<file path="config.mk">
export PLATFORM = sky130hd
export DESIGN_NAME = toggle_event_decoder
export DESIGN_NICKNAME = d
export VERILOG_FILES = /design/src/rtl/toggle_event_decoder.sv
export SDC_FILE = /design/constraint.sdc
export NUM_CORES = 1
export LEC_CHECK = 0
export CAP_MARGIN = 30
export CORE_UTILIZATION = 41
export CTS_CLUSTER_SIZE = 12
export DETAILED_ROUTE_END_ITERATION = 16
export GPL_ROUTABILITY_DRIVEN = 0
export GPL_TIMING_DRIVEN = 0
export PLACE_DENSITY = 0.71
export SLEW_MARGIN = 30
export SYNTH_ARGS = -nofsm -noshare
export SYNTH_HDL_FRONTEND = slang
export SYNTH_SLANG_ARGS = --single-unit
</file>
<file path="constraint.sdc">
create_clock -name Clk_In -period 2 [get_ports Clk_In]
set_clock_uncertainty 0.15 [all_clocks]
set_input_delay 0.4 -clock Clk_In [delete_from_list [all_inputs] [get_ports Clk_In]]
set_output_delay 0.4 -clock Clk_In [all_outputs]
set_load 0.03 [all_outputs]
</file>
<file path="src/rtl/toggle_event_decoder.sv">
// Receive side of a toggle-encoded event line.
// Synchronises the line, emits one pulse per transition and queues events for a consumer.
module toggle_event_decoder #(
    parameter int SYNC_STAGES = 2,
    parameter int COUNT_WIDTH = 4
) (
    input  logic                   Clk_In,
    input  logic                   Reset_In,
    input  logic                   Toggle_In,
    input  logic                   Event_Ready_In,
    input  logic                   Clear_In,
    output logic                   Level_Out,
    output logic                   Event_Pulse_Out,
    output logic                   Event_Valid_Out,
    output logic [COUNT_WIDTH-1:0] Pending_Count_Out,
    output logic                   Overflow_Out
);

    localparam logic [COUNT_WIDTH-1:0] CountMax = {COUNT_WIDTH{1'b1}};
    localparam logic [COUNT_WIDTH-1:0] CountOne = COUNT_WIDTH'(1);
    localparam logic [COUNT_WIDTH-1:0] CountZero = '0;

    logic [SYNC_STAGES-1:0] sync_q;
    logic [SYNC_STAGES-1:0] sync_d;
    logic                   prev_q;
    logic                   pulse_q;
    logic [COUNT_WIDTH-1:0] count_q;
    logic [COUNT_WIDTH-1:0] count_d;
    logic                   ovf_q;
    logic                   ovf_d;
    logic                   detect;
    logic                   pop;

    // Shift the raw line through the synchroniser; bit 0 is the first stage.
    always_comb begin
        sync_d = {sync_q[SYNC_STAGES-2:0], Toggle_In};
    end

    assign Level_Out         = sync_q[SYNC_STAGES-1];
    assign detect            = Level_Out ^ prev_q;
    assign Event_Valid_Out   = (count_q != CountZero);
    assign pop               = Event_Valid_Out & Event_Ready_In;
    assign Event_Pulse_Out   = pulse_q;
    assign Pending_Count_Out = count_q;
    assign Overflow_Out      = ovf_q;

    // Pending-count and overflow next state; clear wins, a push and pop cancel.
    always_comb begin
        count_d = count_q;
        ovf_d   = ovf_q;
        if (Clear_In) begin
            count_d = detect ? CountOne : CountZero;
            ovf_d   = 1'b0;
        end else if (detect && pop) begin
            count_d = count_q;
        end else if (detect && (count_q == CountMax)) begin
            ovf_d   = 1'b1;
        end else if (detect) begin
            count_d = count_q + CountOne;
        end else if (pop) begin
            count_d = count_q - CountOne;
        end
    end

    // Synchroniser and edge-reference registers; reference level after reset is 0.
    always_ff @(posedge Clk_In or posedge Reset_In) begin
        if (Reset_In) begin
            sync_q <= '0;
            prev_q <= 1'b0;
        end else begin
            sync_q <= sync_d;
            prev_q <= Level_Out;
        end
    end

    // Registered event pulse, independent of counter state.
    always_ff @(posedge Clk_In or posedge Reset_In) begin
        if (Reset_In) begin
            pulse_q <= 1'b0;
        end else begin
            pulse_q <= detect;
        end
    end

    // Pending-event counter and sticky overflow flag.
    always_ff @(posedge Clk_In or posedge Reset_In) begin
        if (Reset_In) begin
            count_q <= '0;
            ovf_q   <= 1'b0;
        end else begin
            count_q <= count_d;
            ovf_q   <= ovf_d;
        end
    end

endmodule
</file>
Yosys cells after proc, flatten, opt, wreduce, memory -nomap -nowiden
Index checks and enable logic that the tools add are counted.
{"block": "classes", "n_eq_ne": 3, "n_reduce_logical": 7, "muxes": 9, "add_sub_neg": 2, "bitwise": 2}
{"op": "$mux W4", "n": 5}
{"op": "$add A4 B1 Y4 const B", "n": 1}
{"op": "$eq A4 B4 Y1 const B", "n": 1}
{"op": "$mux W1", "n": 4}
{"op": "$ne A2 B2 Y1 const B", "n": 2}
{"op": "$reduce_bool A4 Y1", "n": 1}
{"op": "$sub A4 B1 Y4 const B", "n": 1}
{"op": "$reduce_and A3 Y1", "n": 1}
{"op": "$reduce_bool A3 Y1", "n": 1}
{"op": "$logic_and A1 B1 Y1", "n": 2}
{"op": "$reduce_and A2 Y1", "n": 1}
{"op": "$reduce_bool A2 Y1", "n": 1}
{"op": "$and A1 B1 Y1", "n": 1}
{"op": "$xor A1 B1 Y1", "n": 1}
{"block": "totals", "word_cells": 28, "ff_bits": 9, "output_inout_bits": 8}

Longest topological paths before layout
Gate-level depths: netlist of run 1.
{"block": "depth", "ltp_word": 7, "mapped_depth": 7, "depth_no_buf": 7}

Worst setup path before layout of run 1
Ideal clock, no wire load.
{"block": "synth_timing", "kind": "register to register", "startpoint": "register sync_q[1]", "endpoint": "register count_q[3] (netlist: Pending_Count_Out[3])", "t_required_ps": 1777, "path_slack_ps": -38, "setup_ps": 73, "period_less_slack_ps": 2038, "arrival_time_ps": 1815, "path_stages_with_launch": 8, "path_buffers": 1, "cell_sequence": "dfrtp_1 -> xnor2_1 -> buf_2 -> ha_1 -> a31oi_1 -> nor2_1 -> a221o_1 -> a21oi_2"}
{"block": "synth_between", "elab_chain_len": 5, "word_cells_on_any_way": 11, "cone_classes": "eq/ne (2); mux (4); bitwise (1); reduce/logical (4)"}
{"item": "start, declared", "line": "23", "rtl": "logic [SYNC_STAGES-1:0] sync_q;"}
{"item": "start signal, assigned", "line": "71", "rtl": "sync_q <= sync_d;"}
{"item": "$xor A1 B1 Y1 (*)", "line": "40", "rtl": "assign detect = Level_Out ^ prev_q;"}
{"item": "$mux W4", "line": "58", "rtl": "end else if (detect) begin"}
{"item": "$mux W4", "line": "56", "rtl": "end else if (detect && (count_q == CountMax)) begin"}
{"item": "$mux W4", "line": "54", "rtl": "end else if (detect && pop) begin"}
{"item": "$mux W4", "line": "51", "rtl": "if (Clear_In) begin"}
{"item": "end signal, assigned", "line": "91", "rtl": "count_q <= count_d;"}
{"item": "end, declared", "line": "27", "rtl": "logic [COUNT_WIDTH-1:0] count_q;"}
Mark *: on every way between the ends. The rest lies on a longest branch, timed or not. The select of a mux whose other input is x is not followed.
A chain may end at the register's enable or synchronous reset.

Final worst setup path of run 1
{"block": "layout_timing", "startpoint": "register count_q[1] (netlist: Pending_Count_Out[1])", "endpoint": "output port Event_Valid_Out"}
{"block": "layout_between", "elab_chain_len": 1}
{"item": "$reduce_bool A4 Y1", "line": "41", "rtl": "assign Event_Valid_Out = (count_q != CountZero);"}
{"item": "end, declared", "line": "14", "rtl": "output logic Event_Valid_Out,"}
No other way between the ends.

==> out/results.tsv, run 1 <==
metric	value	unit
average cell area after synthesis	10.4	µm²
Die Ht	38.4	µm
ANT cells	0	
share of cells above drive strength 1	30.7	%
pin count of the biggest net entering global routing	11	
Routed WL per cell	15.6	µm
Die Wd	38.4	µm
pwr/cell area	1460	mW/mm²
max cap viols	0	
Yosys reg bits	9	
Critical Path Start	Pending_Count_Out[1]	
Post-Syn Nets	59	
final period utilization	99.9	%
TritonRoute pass-1 iters	4	
most frequent cells in the layout	8 x buf_4, 8 x clkdlybuf4s50_1, 7 x dfrtp_1, 5 x nor2_1	
CP Max Fanout	6	
hold slack	0.206	ns
Pwr Total	1.15	mW
FF-to-FF Start	Pending_Count_Out[1]	
vias per inst	5.79	
Final Max Tran Viols	0	
die area	0.00147	mm²
Total GRT Usage	19.0	%
Max Fclk	500	MHz
# IOs	13	
register area	228	µm²
worst-margin pin slew	0.490	ns
Hold Path Class	reg2reg	
P&R area growth vs syn	45.6	%
# hold bufs at CTS	0	
Pleak	0.345	nW
Syn Inst Count	52	
post-layout utilization of the core	67.5	%
adder-cell area share of the yosys netlist	4.61	%
combinational family with the most area after synthesis	compound AO/OA/AOI/OAI gates	
pre-CTS setup slack	-0.225	ns
H-Tree Depth	1	
final wirelength	1.39	mm
share of synthesized registers carrying an async set or reset	100	%
final-report hold violation count	0	
Final setup viols	0	
library cells used by synthesis	31	
hold path start	sync_q[0]	
crit end category	primary output	
Rows	12	
Final ANT Viol Nets	0	
footprint of the multi-input gates	314	µm²
CP Launch Type	register	
clock latency on the worst-skew pair	0.26	ns
complex-gate fraction of the synthesized area	28.1	%
Tmin final	2.00	ns
Starting Density	46.4	%
Max VDD drop	0.716	mV
DRC	0	
Reg clk slew, reported paths	0.06	ns
warnings from Yosys	0	
RSZ-0062 raised after global routing	true	
initial antenna violation count	0	
PortBufs	12	
Final WS setup	0.00198	ns
vias	515	
EDFF count, synth	0	
CTS buffer count	3	
mux share of post-synthesis cell area	0	%
xor and xnor area share after synthesis	6.45	%
GRT overflow	0	
Layout Nets	83	
Mapped Area	543	µm²
post-detail-place hpwl	826	µm
Longest Clk Path Bufs	2	
FILL cells	99	
Root Buffer	clkbuf_4	
initial DRC count	8	
clk sink count	9	
Placed Cells	78	
register area share after synthesis	41.5	%
CTS tree	done	
arrival time at the worst endpoint	1.45	ns
global-route wire length before repair	1.97	mm
ys flop type	dfrtp_1	
non-filler instance count after layout	89	
vias in the first global route	422	
relative slew slack	67.3	%
WS Path Type	reg2out	
Synth Area in Simple Gates	14.3	%
status	finished, final reports clean	
critical path required time	1.45	ns
core area	0.00117	mm²
[worst max-delay path: stages, from the launching register on]
cell,delay [ns]
dfrtp_1,0.38
buf_6,0.14
or4_4,0.51
buf_6,0.15
[layer usage]
metal / share of wire [%] / track usage, % / vias to the layer above
met5: 0 / 0 / -
met4: 0 / 3.45 / 0
met3: 5.6 / 5.23 / 0
met2: 50 / 28.0 / 23
met1: 44 / 28.0 / 245
li1: - / - / 247
[path summary, 6_finish.rpt]
path | to | slack [ns] | cells past startpoint
max reg2reg | Pending_Count_Out[1] | 0.01 | 6
min in group asynchronous | Event_Pulse_Out | 0.24 | 2
max in group asynchronous | Pending_Count_Out[0] | 1.19 | 2
min | sync_q[1] | 0.21 | 0
min reg2reg | sync_q[1] | 0.21 | 0
max | Event_Valid_Out | 0.002 | 3
[layout make-up]
type / count / share of cell area [%]
tap: 14 / 2.22
multi-input combinational: 38 / 39.7
clock buffer: 4 / 3.32
buffer: 2 / 2.37
inverter: 3 / 1.58
sequential: 9 / 28.8
timing repair buffer: 19 / 22.0
[cells by family after synthesis]
family	after synthesis
AO/OA/AOI/OAI	17
AND/OR/NAND/NOR	15
flip-flops	9
buffers and inverters	5
XOR/XNOR	4
adder cells (fa/ha/maj)	2
[sequential cells by signal, indices dropped and copies added (netlist names)]
name and flops:
Pending_Count_Out 4, Event_Pulse_Out 1, prev_q 1, sync_q 2
Overflow_Out 1
[what timing repair did]
action,4_1_cts,5_1_grt
pin swaps,0,1
buffers inserted,1,6
resized for setup,13,4
hold endpoints to repair,0,0
setup endpoints to repair,6,5
[synthesized netlist by cell type (2+ instances only)]
master / n / share of area, %
inv_1: 2 / 1.4
nor2_1: 5 / 3.5
nand2_1: 2 / 1.4
nor3_1: 2 / 1.8
dfrtp_1: 9 / 41
a21oi_1: 2 / 1.8
a31oi_1: 2 / 2.3
xnor2_1: 4 / 6.5
ha_1: 2 / 4.6
[through the flow]
| stage | instance area, µm² | setup TNS, ns |
|---|---|---|
| floorplan | 544 | 0 |
| global placement | 682 | -0.265 |
| detailed placement | 682 | -0.286 |
| CTS | 723 | -0.0159 |
| global route | 791 | -0.102 |
| finish | 791 | 0 |
[power breakdown]
| part | internal, mW | switching [mW] |
|---|---|---|
| sequential | 0.223 | 0.0755 |
| clock | 0.0768 | 0.0614 |
| combinational | 0.358 | 0.360 |
Note: power is estimated with default switching activity, not from simulation.
==> run 2: changes to the inputs <==
--- a/config.mk
+++ b/config.mk
@@ -6,13 +6,15 @@
 export NUM_CORES = 1
 export LEC_CHECK = 0
 export CAP_MARGIN = 30
-export CORE_UTILIZATION = 41
+export CELL_PAD_IN_SITES_DETAIL_PLACEMENT = 1
+export CELL_PAD_IN_SITES_GLOBAL_PLACEMENT = 1
+export CORE_UTILIZATION = 32
 export CTS_CLUSTER_SIZE = 12
 export DETAILED_ROUTE_END_ITERATION = 16
 export GPL_ROUTABILITY_DRIVEN = 0
 export GPL_TIMING_DRIVEN = 0
-export PLACE_DENSITY = 0.71
-export SLEW_MARGIN = 30
+export PLACE_DENSITY_LB_ADDON = 0.1
+export SLEW_MARGIN = 25
 export SYNTH_ARGS = -nofsm -noshare
 export SYNTH_HDL_FRONTEND = slang
 export SYNTH_SLANG_ARGS = --single-unit
==> out/results.tsv, run 2 (synthesis results as in run 1) <==
metric	value	unit
Routed WL per cell	15.6	µm
Hold Path Class	reg2reg	
most frequent cells in the layout	10 x buf_4, 8 x clkdlybuf4s50_1, 7 x dfrtp_1, 5 x nor2_1	
initial DRC count	10	
Placed Area	684	µm²
FILL cells	176	
Tmin final	2.01	ns
pin count of the biggest net entering global routing	11	
relative slew slack	68.9	%
Longest Clk Path Bufs	2	
final-report hold violation count	0	
Layout Nets	85	
Reg clk slew, reported paths	0.06	ns
Pleak	0.345	nW
global-route wire length before repair	2.24	mm
final period utilization	100	%
pwr/cell area	1420	mW/mm²
Root Buffer	clkbuf_4	
die area	0.00187	mm²
failing checks	negative setup slack	
vias in the first global route	484	
RSZ-0062 raised after global routing	true	
worst-margin pin slew	0.465	ns
Die Ht	43.2	µm
arrival time at the worst endpoint	1.46	ns
clk sink count	9	
WS Path Type	reg2out	
P&R area growth vs syn	48.2	%
CTS tree	done	
Final setup viols	1	
share of cells above drive strength 1	32.5	%
Total GRT Usage	16.4	%
vias	510	
core area	0.00154	mm²
Placed Cells	80	
max cap viols	0	
Final ANT Viol Nets	0	
vias per inst	5.48	
most common cell after layout, fill and taps aside	buf_4	
Rows	14	
clock latency on the worst-skew pair	0.26	ns
status	finished, violations left	
CP Max Fanout	9	
Starting Density	35.2	%
DRC	0	
# IOs	13	
cell area after layout	805	µm²
Final Max Tran Viols	0	
PortBufs	12	
Pwr Total	1.14	mW
H-Tree Depth	1	
post-layout utilization of the core	52.2	%
GRT overflow	0	
Final WS setup	-0.00707	ns
initial antenna violation count	0	
ANT cells	0	
hold slack	0.206	ns
CP Launch Type	register	
max reg flops	4	
# hold bufs at CTS	0	
Max VDD drop	0.661	mV
CTS buffer count	3	
critical path required time	1.45	ns
final wirelength	1.45	mm
Max Fclk	498	MHz
non-filler instance count after layout	93	
TritonRoute pass-1 iters	3	
Die Wd	43.2	µm
crit end category	primary output	
## run 2: changes by cell type in the layout (fill, tap and decap cells not counted), sizes merged
cell,delta
buf,+2
dlygate4sd2,+1
dlymetal6s2s,-1
## run 2: area by class of cell
cell class / count / area (µm²) / area share (%)
buffer: 2 / 18.8 / 2.33
clock buffer: 4 / 26.3 / 3.27
inverter: 3 / 12.5 / 1.56
multi-input combinational: 38 / 314 / 39.0
sequential: 9 / 228 / 28.3
tap: 16 / 20.0 / 2.49
timing repair buffer: 21 / 185 / 23.0
## run 2: worst paths after layout
kind | slack [ns] | end | start | cells after the start
worst min register to register | 0.21 | sync_q[1] | sync_q[0] | 0
worst max register to register | 0.07 | Pending_Count_Out[3] | sync_q[1] | 7
max in group asynchronous | 1.17 | sync_q[1] | Reset_In | 2
min in group asynchronous | 0.25 | Event_Pulse_Out | Reset_In | 2
worst min-delay path | 0.21 | sync_q[1] | sync_q[0] | 0
worst max-delay path | -0.007 | Event_Valid_Out | Pending_Count_Out[0] | 2
## run 2: power breakdown
group / leakage, nW / internal, mW / switching, mW
clock: 0.0150 / 0.0767 / 0.0615
combinational: 0.219 / 0.354 / 0.349
sequential: 0.110 / 0.223 / 0.0774
total: 0.345 / 0.653 / 0.488
## run 2: timing repair
| item | in CTS | in global routing |
|---|---|---|
| pin swaps | 0 | 3 |
| setup endpoints to repair | 6 | 2 |
| gates cloned | 0 | 0 |
| gates resized for setup | 15 | 1 |
| buffers inserted | 1 | 8 |
## run 2: critical path, stage by stage (launching register included)
cell     delay [ns]
dfrtp_2        0.48
or4_4          0.56
buf_6          0.15
## run 2: through the flow
| stage | setup TNS [ns] | setup slack [ns] |
|---|---|---|
| finish | -0.00707 | -0.00707 |
| global route | -0.0846 | -0.0530 |
| CTS | -0.0339 | -0.0339 |
| detailed placement | -0.379 | -0.243 |
| global placement | -0.393 | -0.237 |
| floorplan | 0 | 0.0100 |
## run 2: layer usage
| metal | global-route usage (%) | wire length [µm] | up-vias |
|---|---|---|---|
| met5 | 0 | 0 | - |
| met1 | 21.8 | 662 | 247 |
| met4 | 3.64 | 0 | 0 |
| met2 | 24.8 | 725 | 14 |
| li1 | - | - | 249 |
| met3 | 6.81 | 62 | 0 |
==> run 3: changes to the inputs <==
--- a/config.mk
+++ b/config.mk
@@ -8,7 +8,7 @@
 export CAP_MARGIN = 30
 export CELL_PAD_IN_SITES_DETAIL_PLACEMENT = 1
 export CELL_PAD_IN_SITES_GLOBAL_PLACEMENT = 1
-export CORE_UTILIZATION = 32
+export CORE_UTILIZATION = 38
 export CTS_CLUSTER_SIZE = 12
 export DETAILED_ROUTE_END_ITERATION = 16
 export GPL_ROUTABILITY_DRIVEN = 0
==> constraint.sdc (replaced) <==
create_clock -name Clk_In -period 2.5 [get_ports Clk_In]
set_clock_uncertainty 0.15 [all_clocks]
set_input_delay 0.5 -clock Clk_In [delete_from_list [all_inputs] [get_ports Clk_In]]
set_output_delay 0.5 -clock Clk_In [all_outputs]
set_load 0.03 [all_outputs]
==> out/results.tsv, run 3 (synthesis results as in run 1) <==
metric	value	unit
Final setup viols	0	
DRC	0	
core area	0.00132	mm²
Final Max Tran Viols	0	
CP Launch Type	register	
TNS Setup	0	ns
crit path cell chain	or4_1 > dlygate4sd2_1	
Root Buffer	clkbuf_4	
worst-margin pin slew	0.469	ns
global-route wire length before repair	1.97	mm
most frequent cells in the layout	11 x clkdlybuf4s50_1, 9 x dfrtp_1, 5 x nor2_1, 4 x xnor2_1, 3 x clkbuf_4	
Clk network pwr share	13.5	%
Starting Density	41.2	%
Rows	13	
initial DRC count	6	
Die Wd	39.8	µm
clock latency on the worst-skew pair	0.26	ns
Tmin final	2.38	ns
final-report hold violation count	0	
Total GRT Usage	19.6	%
CP top delay family	simple AND/OR/NAND/NOR gates	
total internal power	440	µW
Sw Share	45.2	%
CP max stage cell	or4_1	
# IOs	13	
pin count of the biggest net entering global routing	11	
max cap viols	0	
Final ANT Viol Nets	0	
CTS buffer count	3	
P&R area growth vs syn	30.2	%
Hold Path Class	reg2reg	
crit end category	primary output	
H-Tree Depth	1	
part of the power in registers	29.5	%
clk sink count	9	
Max Fclk	421	MHz
WS Path Type	reg2out	
Pleak	0.282	nW
vias in the first global route	436	
critical path required time	1.85	ns
Routed WL per cell	15.3	µm
Max VDD drop	0.475	mV
Longest Clk Path Bufs	2	
switching power of the nets	363	µW
final period utilization	95.0	%
Crit path largest cell delay	0.59	ns
CP Max Fanout	10	
ANT cells	0	
most common cell after layout, fill and taps aside	clkdlybuf4s50_1	
Comb power frac	57.0	%
initial antenna violation count	0	
Buf/Inv on CP	1	
status	finished, final reports clean	
post-detail-place hpwl	955	µm
relative slew slack	68.6	%
Die Ht	39.8	µm
arrival time at the worst endpoint	1.73	ns
share of cells above drive strength 1	13.2	%
Reg clk slew, reported paths	0.06	ns
hold slack	0.195	ns
PortBufs	12	
Layout Nets	76	
TritonRoute pass-1 iters	4	
CTS tree	done	
FILL cells	144	
vias	476	
max reg flops	4	
vias per inst	5.73	
pwr/cell area	1140	mW/mm²
GRT overflow	0	
RSZ-0062 raised after global routing	false	
final wirelength	1.27	mm
die area	0.00158	mm²
Setup Fix Bufs, Post-CTS	0	
run 3: cell count changes in the layout (fill, tap and decap cells not counted), sizes merged:
cell | before | now
buf | 12 | 2
clkdlybuf4s50 | 8 | 11
dlygate4sd2 | 3 | 1
run 3: layout make-up:
cell class	instances	area [µm²]	share of cell area (%)
multi-input combinational	38	290	41.1
clock buffer	4	26.3	3.72
buffer	2	16.3	2.30
inverter	3	11.3	1.59
tap	15	18.8	2.65
timing repair buffer	12	119	16.8
sequential	9	225	31.9
run 3: path summary, 6_finish.rpt:
kind,from,slack [ns],depth (start not counted),end
setup / recovery,Pending_Count_Out[0],0.12,2,Event_Valid_Out
hold / removal,sync_q[0],0.19,0,sync_q[1]
setup reg to reg,sync_q[1],0.38,7,Pending_Count_Out[3]
hold reg to reg,sync_q[0],0.19,0,sync_q[1]
max in group asynchronous,Reset_In,1.60,2,Pending_Count_Out[3]
min in group asynchronous,Reset_In,0.35,2,prev_q
run 3: worst reg2reg max path: cells and delay by family (launching register included):
kind / cells / cell delay (ns)
compound gates: 3 / 0.63
flops: 1 / 0.40
fa+ha+maj: 1 / 0.31
buf+inv: 1 / 0.26
xor+xnor: 1 / 0.21
simple gates: 1 / 0.08
run 3: metrics by stage:
stage | util, % | instances | total power, mW | worst slack [ns] | cell area (µm²)
global placement | 51.8 | 79 | 0.692 | 0.165 | 682
finish | 53.7 | 83 | 0.803 | 0.124 | 707
CTS | 53.7 | 83 | 0.811 | 0.111 | 707
global route | 53.7 | 83 | 0.859 | 0.0588 | 707
floorplan | - | 52 | 0.552 | 0.462 | 543
detailed placement | 51.8 | 79 | 0.707 | 0.150 | 682
run 3: routing by layer:
layer	vias up	global-route usage [%]	wire length, µm
met5	-	0	0
met4	0	5.17	0
met3	0	6.82	56
met2	12	31.6	609
met1	233	24.6	601
li1	231	-	-
run 3: power by group through the flow:
stage | registers [mW] | clock network (mW) | logic (mW)
3_3_place_gp | 0.237 | 0 | 0.455
2_1_floorplan | 0.285 | 0 | 0.267
3_5_place_dp | 0.240 | 0 | 0.467
4_1_cts | 0.237 | 0.113 | 0.462
5_1_grt | 0.240 | 0.122 | 0.497
6_report | 0.237 | 0.108 | 0.458
run 3: repair_timing:
item | 4_1_cts | 5_1_grt
gates resized for setup | 1 | 0
hold buffers | 0 | 0
endpoints found under the setup margin | 1 | 0
